==> src/rtl/id_pkg.sv <==
// Shared definitions for the decode-stage scoreboard: register index type,
// ARM register field positions and the PC index.
package id_pkg;

    localparam int DEF_NREGS = 16;
    localparam int REG_IDX_W = 4;
    localparam int PC_IDX    = DEF_NREGS - 1;

    localparam int RN_LSB = 16;
    localparam int RD_LSB = 12;
    localparam int RS_LSB = 8;
    localparam int RM_LSB = 0;

    typedef logic [REG_IDX_W-1:0] reg_idx_t;

    function automatic reg_idx_t reg_field(input logic [31:0] instr, input int lsb);
        return instr[lsb +: REG_IDX_W];
    endfunction

endpackage

==> src/rtl/id_scoreboard_stage_sb_counter.sv <==
// Saturating up/down pending-write counter for one architectural register,
// with a sticky flag raised by a release while nothing is pending.
module sb_counter #(
    parameter int MAX_PEND = 3
) (
    input  logic                          clk,
    input  logic                          reset,
    input  logic                          inc,
    input  logic                          dec,
    output logic [$clog2(MAX_PEND+1)-1:0] count,
    output logic                          underflow
);

    localparam int CNT_W = $clog2(MAX_PEND + 1);

    // Simultaneous issue and release cancel out; an empty release only flags.
    always_ff @(posedge clk or negedge reset) begin
        if (!reset) begin
            count     <= '0;
            underflow <= 1'b0;
        end else begin
            case ({inc, dec})
                2'b10: begin
                    if (count != CNT_W'(MAX_PEND))
                        count <= count + CNT_W'(1);
                end
                2'b01: begin
                    if (count == '0)
                        underflow <= 1'b1;
                    else
                        count <= count - CNT_W'(1);
                end
                default: ;
            endcase
        end
    end

endmodule

==> src/rtl/id_scoreboard_stage.sv <==
// Decode slot with per-register pending-write scoreboard between fetch and execute.
// Optional macro ID_SB_BYPASS_EN lets a same-cycle writeback release clear a hazard.
module id_scoreboard_stage
    import id_pkg::*;
#(
    parameter int INSTR_W  = 32,
    parameter int NREGS    = DEF_NREGS,
    parameter int MAX_PEND = 3
) (
    input  logic                     clk,
    input  logic                     reset,
    input  logic                     instr_valid_i,
    input  logic [INSTR_W-1:0]       instr_i,
    input  logic [INSTR_W-1:0]       pc8_i,
    output logic                     instr_ready_o,
    output logic [INSTR_W-1:0]       instr_d_o,
    output logic [INSTR_W-1:0]       pc8_d_o,
    input  logic                     dec_use_a_i,
    input  logic                     dec_use_b_i,
    input  logic                     dec_use_s_i,
    input  logic                     dec_wr_i,
    output logic                     out_valid_o,
    input  logic                     out_ready_i,
    input  logic                     flush_i,
    input  logic                     wb_valid_i,
    input  logic [$clog2(NREGS)-1:0] wb_rd_i,
    output logic                     sb_err_o
);

    localparam int WB_W  = $clog2(NREGS);
    localparam int CNT_W = $clog2(MAX_PEND + 1);
    localparam int NCNT  = NREGS - 1;

    logic               d_valid;
    logic [INSTR_W-1:0] instr_d;
    logic [INSTR_W-1:0] pc8_d;
    logic               hazard;
    logic               fire;
    reg_idx_t           rn_idx, rm_idx, rs_idx, rd_idx;
    logic [CNT_W-1:0]   pend [NCNT];
    logic [NCNT-1:0]    cnt_inc, rel_hit, cnt_err;

    assign rn_idx = reg_field(instr_d[31:0], RN_LSB);
    assign rm_idx = reg_field(instr_d[31:0], RM_LSB);
    assign rs_idx = reg_field(instr_d[31:0], RS_LSB);
    assign rd_idx = reg_field(instr_d[31:0], RD_LSB);

    assign out_valid_o   = d_valid & ~hazard & ~flush_i;
    assign fire          = out_valid_o & out_ready_i;
    assign instr_ready_o = ~flush_i & (~d_valid | fire);
    assign instr_d_o     = instr_d;
    assign pc8_d_o       = pc8_d;
    assign sb_err_o      = |cnt_err;

    // The PC has no counter, so it can never cause a hazard.
    for (genvar r = 0; r < NCNT; r++) begin : g_cnt
        assign rel_hit[r] = wb_valid_i && (wb_rd_i == WB_W'(r));
        assign cnt_inc[r] = fire && dec_wr_i && (rd_idx == reg_idx_t'(r));

        sb_counter #(.MAX_PEND(MAX_PEND)) u_cnt (
            .clk       (clk),
            .reset     (reset),
            .inc       (cnt_inc[r]),
            .dec       (rel_hit[r]),
            .count     (pend[r]),
            .underflow (cnt_err[r])
        );
    end

    // Source registers must have nothing pending; the destination must have room.
    always_comb begin
        logic [CNT_W-1:0] eff;
        hazard = 1'b0;
        eff    = '0;
        for (int r = 0; r < NCNT; r++) begin
            eff = pend[r];
`ifdef ID_SB_BYPASS_EN
            if (rel_hit[r] && (pend[r] != '0))
                eff = pend[r] - CNT_W'(1);
`endif
            if (((dec_use_a_i && (rn_idx == reg_idx_t'(r))) ||
                 (dec_use_b_i && (rm_idx == reg_idx_t'(r))) ||
                 (dec_use_s_i && (rs_idx == reg_idx_t'(r)))) && (eff != '0))
                hazard = 1'b1;
            if (dec_wr_i && (rd_idx == reg_idx_t'(r)) && (eff == CNT_W'(MAX_PEND)))
                hazard = 1'b1;
        end
    end

    // Flush wins over a load so the incoming instruction is dropped.
    always_ff @(posedge clk or negedge reset) begin
        if (!reset) begin
            d_valid <= 1'b0;
            instr_d <= '0;
            pc8_d   <= '0;
        end else if (flush_i) begin
            d_valid <= 1'b0;
        end else if (instr_valid_i && instr_ready_o) begin
            d_valid <= 1'b1;
            instr_d <= instr_i;
            pc8_d   <= pc8_i;
        end else if (fire) begin
            d_valid <= 1'b0;
        end
    end

endmodule

==> config.mk <==
export PLATFORM = sky130hd
export DESIGN_NAME = id_scoreboard_stage
export DESIGN_NICKNAME = d
export VERILOG_FILES = /design/src/rtl/id_pkg.sv /design/src/rtl/id_scoreboard_stage_sb_counter.sv /design/src/rtl/id_scoreboard_stage.sv
export SDC_FILE = /design/constraint.sdc
export NUM_CORES = 1
export LEC_CHECK = 0
export ABC_AREA = 1
export CAP_MARGIN = 20
export CORE_AREA = 5 5 127 219
export CTS_CLUSTER_SIZE = 8
export DETAILED_ROUTE_END_ITERATION = 12
export DIE_AREA = 0 0 132 224
export DONT_BUFFER_PORTS = 1
export SETUP_SLACK_MARGIN = 0.2
export SYNTH_ARGS = -nofsm -noshare
export SYNTH_HDL_FRONTEND = slang
export SYNTH_HIERARCHICAL = 1
export SYNTH_SLANG_ARGS = --single-unit
==> constraint.sdc <==
create_clock -name clk -period 2.75 [get_ports clk]
set_input_delay 0.1375 -clock clk [delete_from_list [all_inputs] [get_ports clk]]
set_output_delay 0.1375 -clock clk [all_outputs]
set_load 0.02 [all_outputs]
==> results of run 1 <==
## repair_timing
action	CTS	global route
setup endpoints to repair	46	46
pin swaps	0	18
hold endpoints to repair	175	110
buffers inserted	0	10
gates cloned	1	0
resized for setup	10	48
## registers in the layout, summed over array words and instances, names as in the netlist
| register | cells |
|---|---|
| pc8_d_o | 32 |
| d_valid | 1 |
| g_cnt.u_cnt/count | 30 |
| g_cnt.u_cnt/underflow | 15 |
| instr_d_o | 32 |
## power by group through the flow
stage               clock network [mW]  registers [mW]  logic (mW)
global placement                     0            2.48        1.05
global route                      1.39            2.52        1.40
detailed placement                   0            2.48        1.06
floorplan                            0            2.41       0.770
CTS                               1.34            2.46        1.17
finish                            1.27            2.47        1.25
## cell families after synthesis
logic type	Yosys count	share of synthesized area, %
AOI/OAI and AO/OA	56	5.94
buffers and inverters	111	8.74
DFF	110	43.4
and+or+nand+nor	585	41.9
## final cells by class
type | count | area, um2
well taps | 320 | 400
fillers | 2656 | 17900
flip-flops and latches | 110 | 2760
inverters | 79 | 297
multi-input cells | 642 | 3230
clock inverters | 6 | 51.3
clock buffers | 9 | 225
repair buffers | 104 | 1020
## stage by stage
stage	cells	area, um2	utilization [%]
after CTS	1260	7720	29.9
after detailed placement	1178	6720	26.0
after floorplan	862	6340	-
after global routing	1270	7980	30.9
final	1270	7980	30.9
after global placement	1178	6720	26.0
## synth_stat cells, types with 13 or more instances
| cell | instances | area share, % |
|---|---|---|
| dfrtp_1 | 110 | 43 |
| a21oi_1 | 18 | 1.4 |
| nand2_1 | 301 | 18 |
| nand4_1 | 67 | 6.6 |
| inv_2 | 19 | 1.1 |
| o21ai_0 | 22 | 1.7 |
| buf_2 | 17 | 1.3 |
| nor2_1 | 63 | 3.7 |
| or2_1 | 15 | 1.5 |
| inv_1 | 60 | 3.6 |
| nand3_1 | 87 | 6.9 |
| nor3_1 | 13 | 1.0 |
| o21bai_2 | 15 | 2.7 |
| nor2_2 | 17 | 1.7 |
## per-layer routing
metal  GRT usage [%]  wire [um]
met5               0          0
met4            7.61       1060
met3            4.02       1250
met2            24.4      10600
met1            13.7       7250
## final timing paths
path                                                       from                                    to  slack, ns  cells past startpoint
hold / removal                                            reset   g_cnt[2].u_cnt/count[1]$_DFFE_PN0P_      -0.53                      0
max in group asynchronous                                 reset              instr_d_o[1]$_DFFE_PN0P_       3.12                      0
hold reg to reg            g_cnt[4].u_cnt/underflow$_DFFE_PN0P_  g_cnt[4].u_cnt/underflow$_DFFE_PN0P_       0.48                      1
setup / recovery                      instr_d_o[13]$_DFFE_PN0P_  g_cnt[10].u_cnt/count[0]$_DFFE_PN0P_       0.28                     18
setup reg to reg                      instr_d_o[13]$_DFFE_PN0P_  g_cnt[10].u_cnt/count[0]$_DFFE_PN0P_       0.28                     18
min in group clk                                     wb_rd_i[1]  g_cnt[1].u_cnt/underflow$_DFFE_PN0P_       0.10                      5
## critical path: stages (launching register included)
cell and delay, ns:
dfrtp_2 0.50, nand2_2 0.11, inv_1 0.08, nand2_1 0.10, nor2_1 0.06, nor2_2 0.10
nand2_1 0.07, nor2_2 0.08, nand2_1 0.07, nor2_2 0.10, and3_4 0.23, nand3_4 0.20
nor3_4 0.26, buf_6 0.15, nor2_4 0.04, inv_2 0.07, nand2_1 0.05, nand2_1 0.06
nand2_1 0.05
==> summary.md, run 1 <==
| Metric | Value |
|---|---|
| Hold/Removal Path Class | input pin to asynchronous set/reset pin |
| Routed WL | 20.2 mm |
| Worst Slack Setup Final | 0.279 ns |
| Initial antenna violation count | 0 |
| Most common cell after layout, fill and taps aside | nand2_1 |
| Initial Util | 24.5% |
| Maximum buffer depth of the clock tree | 2 |
| Post-route ant nets | 0 |
| Full die area | 29600 um2 |
| Combinational power share | 25.1% |
| Pwr/cell area | 626 nW/um2 |
| Die Width | 132 um |
| Sw power | 1.88 mW |
| Syn Area/Cell | 7.36 um2 |
| Synth Flop Type | dfrtp_1 |
| Total power | 4.99 mW |
| Num rows | 78 |
| Setup Skew | 0.0125 ns |
| FMAX | 405 MHz |
| TNS Setup | 0 ns |
| Global route total overflow | 0 |
| Setup violators final | 0 |
| Failing checks | hold timing |
| Clk network pwr share | 25.5% |
| Switching Share | 37.7% |
| DPL Wire Length | 14.9 mm |
| Die H | 224 um |
| Final hold violations | 110 |
| DRC Markers | 0 |
| Mapped Cells | 862 |
| RSZ-0062 raised after global routing | true |
| Yosys warns | 6 |
| Area Overhead vs Synth | 25.8% |
| Max Transition Viols Final | 0 |
| First-pass GRT wire length | 31.8 mm |
| Seq pwr share | 49.5% |
| Vias in the first global route | 6028 |
| Clock latency on the worst-skew pair | 0.37 ns |
| Largest net degree at the start of global routing | 111 |
| Maximum vdd ir drop | 0.350 mV |
| Critical Path Source Type | register |
| Starting DRC count in detailed routing | 294 |
| Slew @ Worst Pin | 0.593 ns |
| Crit share post-route | 89.9% |
| Number of H-tree levels | 3 |
| Int Pwr | 3.11 mW |
| Root Buffer | clkbuf_16 |
| Register area share after synthesis | 43.4% |
| Ports | 145 |
| Flops & latches, synth | 110 |
| Number of synthesized flops with an enable pin | 0 |
| Hold_ws | -0.530 ns |
| Detailed-route via count | 6148 |
| Max Cap Viol | 0 |
| Place WS | -0.0757 ns |
| Cell area after synthesis | 6340 um2 |
| # diodes | 0 |
| CTS buffer count | 9 |
| Mapped Nets | 940 |
| Outcome | complete, but fails checks |
| Critical Path End Type | register |
| Hold-fix buffers at CTS | 66 |
| Crit path arrival time | 2.73 ns |
| Routed len/inst | 15.9 um |
| Crit path kind | register to register |
| Clock Pin Slew Worst Setup and Hold Paths | 0.08 ns |
| Max-slew headroom | 60.4% |
| Drt pass-1 iters | 6 |
| Netlist cell types | 27 |
| Final RePlAce weighted congestion | 0.906 |
| TritonCTS clock tree | done |
| Min Tclk post-route | 2.47 ns |
| Crit-path max FO | 8 |
| Total core area | 25900 um2 |
| Gr usage total | 13.5% |
| Worst Path Required | 3.01 ns |
| I/O Buffers | 0 |
| Asr flop ratio synth | 100% |
| Vias/cell | 4.84 |
| Clock sinks | 110 |
| Most frequent cells in the layout | nand2_1, dfrtp_1, nand3_1 |
| Final net count | 1024 |
| P_leak | 3.84 nW |
| Share of layout cells above drive strength 1 | 16.1% |
(Power assumes the default switching activity.)
==> run 2: changes to the inputs <==
==> constraint.sdc (replaced) <==
create_clock -name clk -period 2.3 [get_ports clk]
set_input_delay 0.115 -clock clk [delete_from_list [all_inputs] [get_ports clk]]
set_output_delay 0.115 -clock clk [all_outputs]
set_load 0.02 [all_outputs]
==> summary.md, run 2 (synthesis results as in run 1) <==
| Metric | Value |
|---|---|
| Outcome | complete, but fails checks |
| Failing checks | hold timing, setup timing |
| Vias/cell | 4.86 (+0.39%) |
| Hold/Removal Path Class | input pin to asynchronous set/reset pin |
| Final cell count without fillers | 1328 (+4.6%) |
| Critical Path End Type | register |
| Setup violators final | 75 (+75) |
| FF-to-FF End | g_cnt[6].u_cnt/count[0]$_DFFE_PN0P_ |
| Critical Path Source Type | register |
| P_leak | 4.26 nW (+11%) |
| Setup slack, reg-to-reg | -0.11 ns (-0.39 ns) |
| FMAX | 414 MHz (+2.4%) |
| Initial Util | 24.5% (unchanged) |
| Final RePlAce weighted congestion | 0.920 (+1.5%) |
| Slew @ Worst Pin | 0.615 ns (+0.0214 ns) |
| End point of the critical path | g_cnt[6].u_cnt/count[0]$_DFFE_PN0P_ |
| Total power | 6.37 mW (+28%) |
| Worst Reg-to-Reg Cells | 16 (-2) |
| Crit path from | instr_d_o[1]$_DFFE_PN0P_ |
| Final hold violations | 110 (unchanged) |
| Crit share post-route | 105% (+15 points) |
| Die Width | 132 um (unchanged) |
| Maximum buffer depth of the clock tree | 2 (unchanged) |
| RSZ-0062 raised after global routing | true |
| Global route total overflow | 0 (unchanged) |
| Max Cap Viol | 0 (unchanged) |
| Routed len/inst | 17.4 um (+9.8%) |
| Crit-path max FO | 6 (-2) |
| Largest net degree at the start of global routing | 111 (unchanged) |
| Most common cell after layout, fill and taps aside | nand2_1 |
| Total core area | 25900 um2 (unchanged) |
| Max Transition Viols Final | 0 (unchanged) |
| Crit path arrival time | 2.68 ns (-0.05 ns) |
| Num rows | 78 (unchanged) |
| CTS buffer count | 9 (unchanged) |
| Hold_ws | -0.566 ns (-0.0363 ns) |
| Maximum vdd ir drop | 0.473 mV (+35%) |
| Place WS | -0.124 ns (-0.0483 ns) |
| Root Buffer | clkbuf_16 |
| Clock sinks | 110 (unchanged) |
| Die H | 224 um (unchanged) |
| Min Tclk post-route | 2.41 ns (-0.0586 ns) |
| Drt pass-1 iters | 5 (-1) |
| Most frequent cells in the layout | nand2_1, dfrtp_1, nand3_1 |
| Routed WL | 23.1 mm (+15%) |
| DPL Wire Length | 15.6 mm (+4.7%) |
| Gr usage total | 14.4% (+0.88 points) |
| Worst Slack Setup Final | -0.113 ns (-0.391 ns) |
| Starting DRC count in detailed routing | 289 (-1.7%) |
| Clock Pin Slew Worst Setup and Hold Paths | 0.07 ns (about the same) |
| TNS Setup | -2.63 ns (-2.63 ns) |
| Pwr/cell area | 716 nW/um2 (+14%) |
| Setup Skew | 0.00621 ns (-0.00631 ns) |
| Clock latency on the worst-skew pair | 0.37 ns (about the same) |
| Final net count | 1080 (+5.5%) |
| Vias in the first global route | 6387 (+6.0%) |
| Placed cell count | 1212 (+2.9%) |
| Detailed-route via count | 6454 (+5.0%) |
| I/O Buffers | 0 (unchanged) |
| Max-slew headroom | 59.0% (-1.4 points) |
| Initial antenna violation count | 0 (unchanged) |
| Crit path kind | register to register |
| TritonCTS clock tree | done |
| Fill cells | 2592 (-2.4%) |
| Ports | 145 (unchanged) |
| Crit Reg-Reg Startpoint | instr_d_o[1]$_DFFE_PN0P_ |
| DRC Markers | 0 (unchanged) |
| Full die area | 29600 um2 (unchanged) |
| Area Overhead vs Synth | 40.4% |
| Share of layout cells above drive strength 1 | 26.0% (+9.9 points) |
| Post-route ant nets | 0 (unchanged) |
| First-pass GRT wire length | 33.9 mm (+6.6%) |
| Worst Path Required | 2.56 ns (-0.45 ns) |
| Number of H-tree levels | 3 (unchanged) |
## run 2: cell types whose count changed in the layout (fill, tap and decap cells not counted), sizes merged
| cell | delta |
|---|---|
| buf | +46 |
| inv | -5 |
| clkinvlp | +1 |
| clkbuf | +11 |
| nand3 | +1 |
| dlygate4sd3 | +1 |
| diode | +1 |
| clkinv | +2 |
## run 2: how the worst min path moves through the flow
| stage | from | to | slack [ns] |
|---|---|---|---|
| global route | reset | pc8_d_o[22]$_DFFE_PN0P_ | -0.58 |
| detailed placement | reset | pc8_d_o[22]$_DFFE_PN0P_ | -0.18 |
| CTS | reset | pc8_d_o[22]$_DFFE_PN0P_ | -0.58 |
| global placement | reset | pc8_d_o[25]$_DFFE_PN0P_ | -0.18 |
| finish | reset | pc8_d_o[22]$_DFFE_PN0P_ | -0.57 |
| floorplan | reset | d_valid$_DFFE_PN0P_ | -0.18 |
## run 2: where the power goes
part | internal (mW) | switching, mW | leakage, nW
logic | 0.871 | 1.02 | 2.78
clock network | 0.770 | 0.753 | 0.129
registers | 2.33 | 0.632 | 1.36
## run 2: cell type report
type | instances | area (um2) | share of cell area, %
diodes | 1 | 2.50 | 0.0281
clock buffers | 12 | 246 | 2.77
clock inverters | 4 | 32.5 | 0.365
inverters | 79 | 299 | 3.36
multi-input cells | 643 | 3480 | 39.1
flip-flops and latches | 110 | 2760 | 31.0
well taps | 320 | 400 | 4.50
repair buffers | 159 | 1680 | 18.9
## run 2: worst max-delay path, stage by stage, from the launching register on
cell     delay (ns)
dfrtp_2        0.45
inv_1          0.09
nor2_2         0.06
nand3_1        0.16
nand3_2        0.12
o21ai_0        0.12
nand2_1        0.08
nor2_1         0.15
and3_4         0.25
nand3_4        0.13
buf_6          0.15
nor3_4         0.23
nor2_4         0.08
inv_2          0.08
nand2_1        0.05
nand2_1        0.06
nand2_1        0.05
## run 2: what timing repair did
item,in CTS,in global routing
setup endpoints to repair,111,112
buffers inserted,5,15
hold endpoints to repair,175,114
pin swaps,24,25
hold buffers,66,1
gates resized for setup,64,64
cloned,2,10
## run 2: metal layers
metal | global-route usage (%) | routed length [um] | vias to the layer above
li1 | - | - | 3104
met1 | 14.3 | 7920 | 3059
met2 | 26.7 | 12700 | 223
met3 | 3.91 | 1210 | 68
met4 | 8.00 | 1280 | 0
met5 | 0 | 0 | -
## run 2: metrics by stage
step	util (%)	instance area, um2
2_1_floorplan	-	6450
3_3_place_gp	27.3	7070
3_5_place_dp	27.3	7070
4_1_cts	32.2	8320
5_1_grt	34.4	8900
6_report	34.4	8900
==> run 3: changes to the inputs <==
==> constraint.sdc (replaced) <==
create_clock -name clk -period 2.3 [get_ports clk]
set_input_delay 0.115 -clock clk [delete_from_list [all_inputs] [get_ports clk]]
set_output_delay 0.115 -clock clk [all_outputs]
set_load 0.1 [all_outputs]
==> summary.md, run 3 (synthesis results as in run 1) <==
| Metric | Value |
|---|---|
| Outcome | complete, but fails checks |
| Failing checks | hold timing, setup timing |
| DPL Wire Length | 14.9 mm (-4.2%) |
| Hold-fix buffers at CTS | 66 (unchanged) |
| Crit path kind | register to register |
| Gr usage total | 14.4% (about the same) |
| Hold/Removal Path Class | input pin to asynchronous set/reset pin |
| Vias in the first global route | 6662 (+4.3%) |
| Critical Path Source Type | register |
| Root Buffer | clkbuf_16 |
| FMAX | 400 MHz (-3.4%) |
| Initial antenna violation count | 0 (unchanged) |
| Clock latency on the worst-skew pair | 0.38 ns (about the same) |
| Most frequent cells in the layout | nand2_1, buf_4, dfrtp_1 |
| Setup Skew | 0.00750 ns (+0.00129 ns) |
| Placed cell count | 1260 (+4.0%) |
| # diodes | 0 (-1) |
| Maximum vdd ir drop | 0.534 mV (+13%) |
| I/O Buffers | 0 (unchanged) |
| Critical-path top delay cell | dfrtp_2 |
| Max Transition Viols Final | 0 (unchanged) |
| Post-route ant nets | 0 (unchanged) |
| TritonCTS clock tree | done |
| Crit path arrival time | 2.76 ns (+0.08 ns) |
| Worst path cell trace | buf_4 > nor2_2 > nand3_1 > nand3_1 > o21ai_0 > nand3_1 > nor2_2 > buf_4 > nand4_4 > buf_6 > nand2_8 > nand3_4 > buf_12 > buf_16 > nand2_4 > nand2_2 |
| Initial Util | 24.5% (unchanged) |
| Min Tclk post-route | 2.50 ns (+0.0852 ns) |
| CTS buffer count | 9 (unchanged) |
| Area of the multi-input gates | 3660 um2 (+5.3%) |
| Die Width | 132 um (unchanged) |
| Full die area | 29600 um2 (unchanged) |
| Crit-path max FO | 7 (+1) |
| Final net count | 1127 (+4.4%) |
| Ports | 145 (unchanged) |
| Sequential Area | 2780 um2 (+0.72%) |
| Setup violators final | 108 (+44%) |
| Fill cells | 2540 (-2.0%) |
| First-pass GRT wire length | 34.2 mm (+1.1%) |
| Setup slack, reg-to-reg | -0.20 ns (-0.09 ns) |
| Vias/cell | 4.88 (+0.34%) |
| Area Overhead vs Synth | 49.9% |
| Worst Slack Setup Final | -0.198 ns (-0.0852 ns) |
| Largest net degree at the start of global routing | 111 (unchanged) |
| DRC Markers | 0 (unchanged) |
| Final cell count without fillers | 1374 (+3.5%) |
| Number of H-tree levels | 3 (unchanged) |
| Slew @ Worst Pin | 0.494 ns (-0.120 ns) |
| Global route total overflow | 0 (unchanged) |
| Max Cap Viol | 0 (unchanged) |
| Final RePlAce weighted congestion | 0.878 (-4.5%) |
| Drt pass-1 iters | 5 (unchanged) |
| Max incr delay on CP | 0.41 ns (-0.04 ns) |
| Hold_ws | -0.561 ns (+0.00569 ns) |
| Most common cell after layout, fill and taps aside | nand2_1 |
| Final hold violations | 110 (unchanged) |
| Total core area | 25900 um2 (unchanged) |
| Routed WL | 22.4 mm (-3.2%) |
| Die H | 224 um (unchanged) |
| Num rows | 78 (unchanged) |
| Pwr/cell area | 849 nW/um2 (+19%) |
| Most used cell, CP | nand3_1 |
| RSZ-0062 raised after global routing | true |
| Clock Pin Slew Worst Setup and Hold Paths | 0.08 ns (about the same) |
| Worst Path Required | 2.57 ns (about the same) |
| Core Util, Final | 36.8% (+2.3 points) |
| Starting DRC count in detailed routing | 371 (+28%) |
| Detailed-route via count | 6700 (+3.8%) |
| Maximum buffer depth of the clock tree | 2 (unchanged) |
| Routed len/inst | 16.3 um (-6.4%) |
| P_leak | 4.54 nW (+6.5%) |
| Critical Path End Type | register |
| Max-slew headroom | 66.7% (+7.7 points) |
| Clock sinks | 110 (unchanged) |
| Crit share post-route | 109% (+3.7 points) |
| Total power | 8.07 mW (+27%) |
| Share of layout cells above drive strength 1 | 33.9% (+7.9 points) |
[run 3: cell types whose count changed in the layout (fill, tap and decap cells not counted), moves of 6 or more]
cell	before	now
buf_6	14	20
nor2_2	27	12
buf_4	60	103
nor2_1	40	54
nand2_4	4	19
buf_12	4	10
nand2_1	279	228
dfrtp_1	102	94
nand2_2	21	56
[run 3: routing by layer]
layer	part of all wire (%)	vias up	global-route usage, %
li1	-	3195	-
met1	33	3213	14.0
met2	55	235	27.0
met3	6.5	57	3.93
met4	5.0	0	8.07
met5	0	-	0
[run 3: area by class of cell]
cell class	count	area share, %
sequential	110	29.3
clock inverter	6	0.474
inverter	79	3.15
timing repair buffer	207	21.8
multi-input combinational	642	38.5
tap	320	4.21
clock buffer	10	2.51
[run 3: final timing paths]
check / cells after the start / startpoint / to
max: 16 / instr_d_o[16]$_DFFE_PN0P_ / pc8_d_o[29]$_DFFE_PN0P_
min reg2reg: 1 / g_cnt[13].u_cnt/underflow$_DFFE_PN0P_ / g_cnt[13].u_cnt/underflow$_DFFE_PN0P_
min in group clk: 3 / instr_valid_i / pc8_d_o[0]$_DFFE_PN0P_
max in group asynchronous: 0 / reset / instr_d_o[9]$_DFFE_PN0P_
max reg2reg: 16 / instr_d_o[16]$_DFFE_PN0P_ / pc8_d_o[29]$_DFFE_PN0P_
min: 0 / reset / pc8_d_o[11]$_DFFE_PN0P_
[run 3: metrics by stage]
step	hold slack, ns	setup TNS, ns	worst slack, ns	instance area [um2]
after global routing	-0.577	-27.07	-0.331	9510
after floorplan	-0.181	-12.68	-0.326	6500
after detailed placement	-0.171	-4.00	-0.152	7520
after global placement	-0.170	-2.01	-0.106	7520
final	-0.561	-11.19	-0.198	9510
after CTS	-0.575	-7.30	-0.177	9030
[run 3: power by group]
part | internal (mW) | switching (mW)
Sequential | 2.34 | 0.309
Clock | 0.768 | 0.758
Combinational | 1.15 | 2.75
[run 3: repair_timing]
item	CTS	global route
endpoints found under the setup margin	112	112
gates cloned	6	4
pin swaps	37	34
buffers inserted	14	8
gates resized for setup	75	105
hold endpoints to repair	175	110
[run 3: critical path, delay by kind of cell (launching register included)]
family	cells	cell delay, ns
AND/OR/NAND/NOR	10	1.10
AO/OA/AOI/OAI	1	0.09
buffers and inverters	5	0.78
flip-flops	1	0.41
